**src/rtl/bram_transfer_ctrl.sv**
```systemverilog
// Moves operands A/B/N from the shared BRAM into the FIOS operand buffers (load)
// and copies the FIOS result buffer back into BRAM (store), handshaking with the top FSM.
module bram_transfer_ctrl #(
    parameter int WORD_WIDTH   = 17,
    parameter int NB_WORDS     = 16,
    parameter int ADDR_WIDTH   = 10,
    parameter int RES_BASE     = 48,
    parameter int BRAM_LATENCY = 2
) (
    input  logic                          clock_i,
    input  logic                          reset_i,
    input  logic                          mem_start_i,
    input  logic                          load_store_i,
    output logic                          load_done_o,
    output logic                          store_done_o,
    output logic                          bram_en_o,
    output logic                          bram_we_o,
    output logic [ADDR_WIDTH-1:0]         bram_addr_o,
    output logic [WORD_WIDTH-1:0]         bram_wdata_o,
    input  logic [WORD_WIDTH-1:0]         bram_rdata_i,
    output logic                          op_we_o,
    output logic [1:0]                    op_sel_o,
    output logic [$clog2(NB_WORDS)-1:0]   op_idx_o,
    output logic [WORD_WIDTH-1:0]         op_data_o,
    output logic                          res_rd_o,
    output logic [$clog2(NB_WORDS)-1:0]   res_addr_o,
    input  logic [WORD_WIDTH-1:0]         res_data_i
);
    localparam int IDX_W = $clog2(NB_WORDS);
    localparam int L     = BRAM_LATENCY;
    localparam logic [ADDR_WIDTH-1:0] LAST_RD    = ADDR_WIDTH'(3*NB_WORDS-1);
    localparam logic [ADDR_WIDTH-1:0] RES_BASE_A = ADDR_WIDTH'(RES_BASE);
    localparam logic [IDX_W-1:0]      LAST_IDX   = IDX_W'(NB_WORDS-1);

    if (RES_BASE + NB_WORDS > (1 << ADDR_WIDTH)) begin : g_cfg_check
        $error("bram_transfer_ctrl: result window exceeds BRAM address space");
    end

    typedef enum logic [2:0] {
        S_IDLE, S_LOAD, S_LOAD_FLUSH, S_STORE, S_STORE_FLUSH, S_RELEASE
    } state_t;

    state_t                  state_q;
    logic                    bram_en_q, bram_we_q;
    logic [ADDR_WIDTH-1:0]   bram_addr_q;
    logic                    res_rd_q;
    logic [IDX_W-1:0]        res_addr_q;
    logic                    op_we_q;
    logic [1:0]              op_sel_q;
    logic [IDX_W-1:0]        op_idx_q;
    logic [WORD_WIDTH-1:0]   op_data_q;
    logic                    load_done_q, store_done_q;
    logic [1:0]              rd_sel_q;
    logic [IDX_W-1:0]        rd_idx_q;

    // Tag pipeline follows each BRAM read until its data arrives.
    logic                    pv_q   [L];
    logic [1:0]              psel_q [L];
    logic [IDX_W-1:0]        pidx_q [L];
    logic                    plast_q[L];

    logic tag_vld_d, tag_last_d;
    assign tag_vld_d  = (state_q == S_LOAD);
    assign tag_last_d = (bram_addr_q == LAST_RD);

    always_ff @(posedge clock_i) begin
        if (reset_i) begin
            state_q      <= S_IDLE;
            bram_en_q    <= 1'b0;
            bram_we_q    <= 1'b0;
            bram_addr_q  <= '0;
            res_rd_q     <= 1'b0;
            res_addr_q   <= '0;
            op_we_q      <= 1'b0;
            op_sel_q     <= '0;
            op_idx_q     <= '0;
            op_data_q    <= '0;
            load_done_q  <= 1'b0;
            store_done_q <= 1'b0;
            rd_sel_q     <= '0;
            rd_idx_q     <= '0;
            for (int i = 0; i < L; i++) begin
                pv_q[i]    <= 1'b0;
                psel_q[i]  <= '0;
                pidx_q[i]  <= '0;
                plast_q[i] <= 1'b0;
            end
        end else begin
            load_done_q  <= 1'b0;
            store_done_q <= 1'b0;

            pv_q[0]    <= tag_vld_d;
            psel_q[0]  <= rd_sel_q;
            pidx_q[0]  <= rd_idx_q;
            plast_q[0] <= tag_last_d;
            for (int i = 1; i < L; i++) begin
                pv_q[i]    <= pv_q[i-1];
                psel_q[i]  <= psel_q[i-1];
                pidx_q[i]  <= pidx_q[i-1];
                plast_q[i] <= plast_q[i-1];
            end

            op_we_q <= pv_q[L-1];
            if (pv_q[L-1]) begin
                op_sel_q  <= psel_q[L-1];
                op_idx_q  <= pidx_q[L-1];
                op_data_q <= bram_rdata_i;
            end

            case (state_q)
                S_IDLE: begin
                    if (mem_start_i) begin
                        if (load_store_i) begin
                            res_rd_q   <= 1'b1;
                            res_addr_q <= '0;
                            state_q    <= S_STORE;
                        end else begin
                            bram_en_q   <= 1'b1;
                            bram_addr_q <= '0;
                            rd_sel_q    <= '0;
                            rd_idx_q    <= '0;
                            state_q     <= S_LOAD;
                        end
                    end
                end
                S_LOAD: begin
                    if (bram_addr_q == LAST_RD) begin
                        bram_en_q <= 1'b0;
                        state_q   <= S_LOAD_FLUSH;
                    end else begin
                        bram_addr_q <= bram_addr_q + ADDR_WIDTH'(1);
                        if (rd_idx_q == LAST_IDX) begin
                            rd_idx_q <= '0;
                            rd_sel_q <= rd_sel_q + 2'd1;
                        end else begin
                            rd_idx_q <= rd_idx_q + IDX_W'(1);
                        end
                    end
                end
                S_LOAD_FLUSH: begin
                    if (pv_q[L-1] && plast_q[L-1]) begin
                        load_done_q <= 1'b1;
                        state_q     <= S_RELEASE;
                    end
                end
                S_STORE: begin
                    // Word read this cycle is written to BRAM next cycle.
                    bram_en_q   <= 1'b1;
                    bram_we_q   <= 1'b1;
                    bram_addr_q <= RES_BASE_A + ADDR_WIDTH'(res_addr_q);
                    if (res_addr_q == LAST_IDX) begin
                        res_rd_q <= 1'b0;
                        state_q  <= S_STORE_FLUSH;
                    end else begin
                        res_addr_q <= res_addr_q + IDX_W'(1);
                    end
                end
                S_STORE_FLUSH: begin
                    bram_en_q    <= 1'b0;
                    bram_we_q    <= 1'b0;
                    store_done_q <= 1'b1;
                    state_q      <= S_RELEASE;
                end
                S_RELEASE: begin
                    if (!mem_start_i) state_q <= S_IDLE;
                end
                default: state_q <= S_IDLE;
            endcase
        end
    end

    assign load_done_o  = load_done_q;
    assign store_done_o = store_done_q;
    assign bram_en_o    = bram_en_q;
    assign bram_we_o    = bram_we_q;
    assign bram_addr_o  = bram_addr_q;
    // Result data arrives one cycle after the read strobe, aligned with the write cycle.
    assign bram_wdata_o = bram_we_q ? res_data_i : '0;
    assign op_we_o      = op_we_q;
    assign op_sel_o     = op_sel_q;
    assign op_idx_o     = op_idx_q;
    assign op_data_o    = op_data_q;
    assign res_rd_o     = res_rd_q;
    assign res_addr_o   = res_addr_q;
endmodule

```
**config.mk**
```make
export PLATFORM = sky130hd
export DESIGN_NAME = bram_transfer_ctrl
export DESIGN_NICKNAME = d
export VERILOG_FILES = /design/src/rtl/bram_transfer_ctrl.sv
export SDC_FILE = /design/constraint.sdc
export NUM_CORES = 1
export LEC_CHECK = 0
export BUFFER_PORTS_ARGS = -buffer_cell sky130_fd_sc_hd__buf_2
export CAP_MARGIN = 20
export CORE_MARGIN = 2
export CORE_UTILIZATION = 30
export CTS_BUF_LIST = sky130_fd_sc_hd__clkbuf_8
export DETAILED_ROUTE_END_ITERATION = 7
export SYNTH_ARGS = -nofsm -noshare
export SYNTH_HDL_FRONTEND = slang
export SYNTH_SLANG_ARGS = --single-unit
```
**constraint.sdc**
```tcl
create_clock -name clock_i -period 3.4 [get_ports clock_i]
set_clock_uncertainty 0.2 [all_clocks]
set_input_delay 0.17 -clock clock_i [delete_from_list [all_inputs] [get_ports clock_i]]
set_output_delay 0.17 -clock clock_i [all_outputs]
set_load 0.005 [all_outputs]
```
* Yosys cells after proc, flatten, opt, wreduce, memory -nomap -nowiden
Memory sizes are Yosys's and may differ from the RTL's. A register that Yosys moved wholly into a read port is not among the register bits. Index checks and enable logic that the tools add are counted.
Cells by class: add/sub/neg operators 5, equal/unequal tests 18, multiplexer cells 48, bitwise gates (word level) 9, reductions and logical operators 15
Operator list (count):
- 4-bit 2-to-1 mux | 9
- 10-bit 2-to-1 mux | 3
- 10-bit one-hot mux with 3 select lines | 1
- 4-bit AND reduction | 5
- 3-bit one-hot mux with 6 select lines | 1
- 17-bit 2-to-1 mux | 1
- 2-bit != test, second input constant | 8
- 4-bit one-hot mux with 2 select lines | 2
- 1-bit 2-to-1 mux | 15
- 3-bit 2-to-1 mux | 5
- 2-bit 2-to-1 mux | 7
- 10-bit by 1-bit adder with 10-bit output, second input constant | 1
- 10-bit by 6-bit == test with 1-bit output, second input constant | 1
- 5-bit AND reduction | 2
- 4-bit by 1-bit adder with 4-bit output, second input constant | 2
- 4-bit == test, second input constant | 2
- 1-bit bitwise OR | 8
- 6-bit by 4-bit adder with 7-bit output, first input constant | 1
- 3-bit by 2-bit == test with 1-bit output, second input constant | 2
- 3-bit == test, second input constant | 2
- 2-bit nonzero test | 3
- 2-bit by 1-bit != test with 1-bit output, second input constant | 2
- 1-bit one-hot mux with 2 select lines | 2
- 1-bit one-hot mux with 4 select lines | 1
- other kinds (9) | 9
Storage, ports and cells: bits in registers 46, RAM bits 16, bits of input ports 38, output and inout port bits 60, word-level logic and storage cells 111, memories kept 4
Memory list:
- pidx_q | words 2, bits a word 4, rd ports 2, clocked after memory_dff 1, wr ports 2, line 59 | logic [IDX_W-1:0] pidx_q [L];
- psel_q | words 2, bits a word 2, rd ports 2, clocked after memory_dff 1, wr ports 2, line 58 | logic [1:0] psel_q [L];
- plast_q | words 2, bits a word 1, rd ports 2, clocked after memory_dff 0, wr ports 2, line 60 | logic plast_q[L];
- pv_q | words 2, bits a word 1, rd ports 2, clocked after memory_dff 0, wr ports 2, line 57 | logic pv_q [L];

* Longest topological paths before layout
depth after elaboration 4, mapped depth 7, mapped depth without buffers 5

* Worst setup path after synthesis
OpenSTA, ideal clock, no wires.
path kind flip-flop to flip-flop, start register bram_addr_q[0], in the netlist bram_addr_o[0], end register rd_idx_q[0], setup time 0.071 ns, data arrival time 1.684 ns, data required time 3.129 ns, setup slack 1.445 ns, cell stages (with the launch flop) 7, buffers on the path 1, clock period less this slack 1.955 ns, path through dfxtp_1 ha_1 and3_1 buf_2 and4_4 or4_1 a21oi_1
On the way: cells in the longest elaborated chain, start to end 3
Ends and longest elaborated chain:
- start: declaration | line 45 | logic [ADDR_WIDTH-1:0] bram_addr_q;
- start signal: assignment | line 131 | bram_addr_q <= bram_addr_q + ADDR_WIDTH'(1);
- start signal: assignment | line 150 | bram_addr_q <= RES_BASE_A + ADDR_WIDTH'(res_addr_q);
- 10-bit by 6-bit == test with 1-bit output | line 127 | if (bram_addr_q == LAST_RD) begin
- 2-bit != test (no source line)
- 4-bit AND reduction (no source line)
- end signal: assignment | line 136 | rd_idx_q <= rd_idx_q + IDX_W'(1);
- end: declaration | line 54 | logic [IDX_W-1:0] rd_idx_q;
No other way between the ends. A chain may end at the register's enable or synchronous reset.

* Worst setup path in the final report
start register state_q[1], end register res_addr_q[2], in the netlist res_addr_o[2]
On the way: cells in the longest elaborated chain, start to end 3, elaborated cells between the ends (all ways) 8
Ends and longest elaborated chain:
- start: declaration | line 43 | state_t state_q;
- start signal: assignment | line 68 | state_q <= S_IDLE;
- start signal: assignment | line 116 | state_q <= S_STORE;
- start signal: assignment | line 122 | state_q <= S_LOAD;
- 3-bit by 2-bit == test with 1-bit output or 3-bit zero test (tied branches) | line 110 | case (state_q)
- 2-bit != test (no source line) or 2-bit nonzero test (tied branches)
- 4-bit AND reduction (no source line)
- end signal: assignment | line 155 | res_addr_q <= res_addr_q + IDX_W'(1);
- end: declaration | line 47 | logic [IDX_W-1:0] res_addr_q;
Several ways; a longest one is shown, not always the timed one.

==> summary.md <==
| Metric | Value |
|---|---|
| Setup TNS | `0 ns` |
| Run status | `complete, no violations` |
| Area fraction of the dominant cell type after synthesis | `43.98%` |
| Chip height | `105.6 µm` |
| Power per Cell Area | `456.5 nW/µm²` |
| Worst min-delay path class | `in -> reg` |
| Most common flop cell mapped by yosys | `dfxtp_1` |
| Final #Nets | `483` |
| Clock network latency to the later pin of the worst-skew pair | `0.34 ns` |
| Routed wire length per instance | `12.93 µm` |
| Clk slew on worst S/H paths | `0.08 ns` |
| Post-synthesis sequential element count | `68` |
| Fraction of power consumed by the clock network | `36.0%` |
| Post-detailed-route DRC marker count | `0` |
| Clock tree from TritonCTS | `built` |
| Peak VDD IR | `0.2695 mV` |
| Initial cell density of the core | `30.39%` |
| Master cell of the clock root buffer | `clkbuf_8` |
| Largest family of logic cells by synthesized area | `simple AND/OR/NAND/NOR gates` |
| H-tree depth | `3` |
| Overflow after GRT | `0` |
| Post-Syn Instances | `335` |
| Number of antenna violations at the first check in global routing | `0` |
| Number of setup violations in the final report | `0` |
| Required @ worst endpoint | `3.44 ns` |
| Share of layout cells above drive strength 1 | `29.98%` |
| Type of element capturing the critical path | `flip-flop` |
| Top Ports | `98` |
| Highest Clock Rate | `0.4265 GHz` |
| Routed wire length | `7539 µm` |
| Setup Fix Bufs, Post-CTS | `0` |
| Worst path max stage delay | `0.94 ns` |
| Mapped Area | `3095 µm²` |
| Clock period minus worst slack | `2.345 ns` |
| Buffer depth of the longest clock path | `2` |
| TritonCTS Buffers | `9` |
| Critical path fanouts, max | `31` |
| # fillers | `1,033` |
| Async S/R FF share, synth | `0%` |
| Pin count of the biggest net entering global routing | `38` |
| Total global routing track utilization | `13.83%` |
| Crit path launch type | `flip-flop` |
| Area of the die | `11,150 µm²` |
| Syn nets | `376` |
| Detail Route Antenna Nets | `0` |
| Post-CTS sizing | `0` |
| Count of synthesis-stage warnings from yosys | `0` |
| Largest area contributor in the netlist | `dfxtp_1` |
| Clock sink total | `68` |
| Number of cells after detailed placement | `550` |
| Largest cells by area after synthesis | `dfxtp_1 (44%), mux2i_1 (7.8%), nor2_1 (4.1%)` |
| Final-report hold violation count | `0` |
| Cell leakage power | `1.691 nW` |
| Final Cycle Share | `68.96%` |
| Worst slew pin tran | `0.9403 ns` |
| Cell at the slowest stage of the critical path | `dfxtp_1` |
| Via Count | `2,783` |
| HPWL after DPL | `5100 µm` |
| Flop-to-flop setup slack | `1.06 ns` |
| Via count of the first global-routing pass | `2,658` |
| Area of the multi-input gates | `1612 µm²` |
| Xor and xnor area share after synthesis | `0.5659%` |
| Unrepaired setup endpoints after global routing | `false` |
| First-pass GRT wire length | `12,650 µm` |
| Area growth syn-to-layout | `30.72%` |
| Sequential cell area | `1361 µm²` |
| Average instance area after synthesis | `9.240 µm²` |
| Compound-cell area share of the yosys netlist | `17.30%` |
| Count of unique library cells instantiated by Yosys | `64` |
| Chain of cells forming the critical path | `and4bb_2, a31oi_1, nor4_1, o21ba_2` |
| Area fraction in and, or, nand and nor cells after synthesis | `24.86%` |
| Total design power | `1.847 mW` |
| First-pass DRT Iterations | `4` |
| Switching fraction of total power | `29.11%` |
| Proportion of synthesized area in mux cells | `8.124%` |
| Vias per inst | `4.774` |
| Sw Pwr | `0.5377 mW` |
| Arrival time of the worst setup path | `2.39 ns` |
| Max-slew headroom at the worst pin | `37.23%` |
| Hold-fix buffers, CTS | `17` |
| Antenna cells | `0` |
| Internal Dissipation | `1.309 mW` |
| Max-slew violation count | `0` |
| Number of buffer cells added on primary ports | `97` |
| Rows | `37` |
| Relative contribution of combinational cells to total power | `16.7%` |
| Core footprint | `10,180 µm²` |
| Sequential cell fraction of total power | `47.4%` |
| Register area share after synthesis | `43.98%` |
| Number of flops mapped to enable cells by yosys | `0` |
| Die Width | `105.6 µm` |
| Max Cap Violations | `0` |
| Critical path start-end classification | `reg -> reg` |
| Cell Count, Final, Fillers Out | `583` |
| Global placer's final weighted congestion | `0.7624` |
| DRT iter0 DRCs | `147` |
| Adder and majority cell fraction of the synthesized area | `1.213%` |
[power groups by stage]
stage	registers, mW	clock network [mW]	logic, mW
floorplan	0.864	0	0.220
finish	0.875	0.664	0.308
CTS	0.875	0.690	0.310
detailed placement	0.893	0	0.293
global placement	0.891	0	0.288
global route	0.884	0.732	0.343
[final cells by class]
cell class              instances  area share, %
repair buffers                117          16.76
inverters                       7         0.6494
flip-flops and latches         68          33.64
multi-input cells             239          39.83
clock buffers                   9          3.061
clock inverters                 7          1.855
well taps                     136          4.205
[worst max-delay path: cells and delay by family (launching register included)]
| family | cells | cell delay [ns] |
|---|---|---|
| AOI/OAI and AO/OA | 2 | 0.68 |
| DFF | 1 | 0.94 |
| and+or+nand+nor | 2 | 0.43 |
[sequential cells by signal, indices dropped and copies added (netlist names), 3 cells and up]
signal / count
op_data_o: 17
psel_q: 4
pidx_q: 8
rd_idx_q: 4
op_idx_o: 4
res_addr_o: 4
state_q: 3
bram_addr_o: 10
[synthesized netlist by cell type, types with 4 or more instances]
master	number
clkbuf_1	11
a31oi_1	4
nor2b_1	17
and2_1	18
and4_1	4
buf_2	7
dfxtp_1	68
nand4_1	4
nand2_1	15
nor4_1	5
inv_1	6
nor2_1	34
nand3_1	12
mux2i_1	24
a21oi_1	18
o21ai_0	20
[final timing paths]
check | from | end | cells after the start
worst max-delay path | state_q[1] | res_addr_o[2] | 4
worst min-delay path | mem_start_i | state_q[2] | 4
worst max register to register | state_q[1] | res_addr_o[2] | 4
worst min register to register | psel_q[0][0] | psel_q[1][0] | 1
[metal layers]
metal / wire [µm] / GRT usage [%]
met5: 0 / 0
met4: 70 / 4.887
met3: 423 / 3.587
met2: 3615 / 23.27
met1: 3429 / 17.07
[metrics by stage]
step	utilization, %	setup slack (ns)	area (µm²)	hold WS (ns)
5_1_grt	39.73	0.8678	4046	0.08593
3_5_place_dp	36.11	1.089	3677	0.2188
3_3_place_gp	36.11	1.174	3677	0.2087
6_report	39.73	1.055	4046	0.06202
2_1_floorplan	-	1.445	3095	0.05007
4_1_cts	39.73	1.076	4046	0.05738
[kinds of logic after synthesis]
family                   after synthesis
buffers and inverters                 28
multiplexers                          25
XOR/XNOR                               2
flip-flops                            68
AO/OA/AOI/OAI                         74
AND/OR/NAND/NOR                      135
adder cells (fa/ha/maj)                3
[cell usage in the layout, fill, tap and decap left out, drive strengths merged, types with 4 or more instances in the layout]
master | Yosys | final
nand2 | 15 | 15
nor4 | 6 | 6
buf | 9 | 100
o21ai | 22 | 22
clkinv | 0 | 5
nor2b | 17 | 17
dlygate4sd3 | 0 | 17
inv | 7 | 8
a21oi | 18 | 18
and2 | 18 | 18
nor2 | 36 | 36
a31oi | 5 | 5
and4 | 5 | 5
nand4 | 4 | 4
dfxtp | 68 | 68
o211ai | 4 | 4
clkbuf | 12 | 9
mux2i | 24 | 24
nand3 | 12 | 12
(Power assumes the default switching activity.)
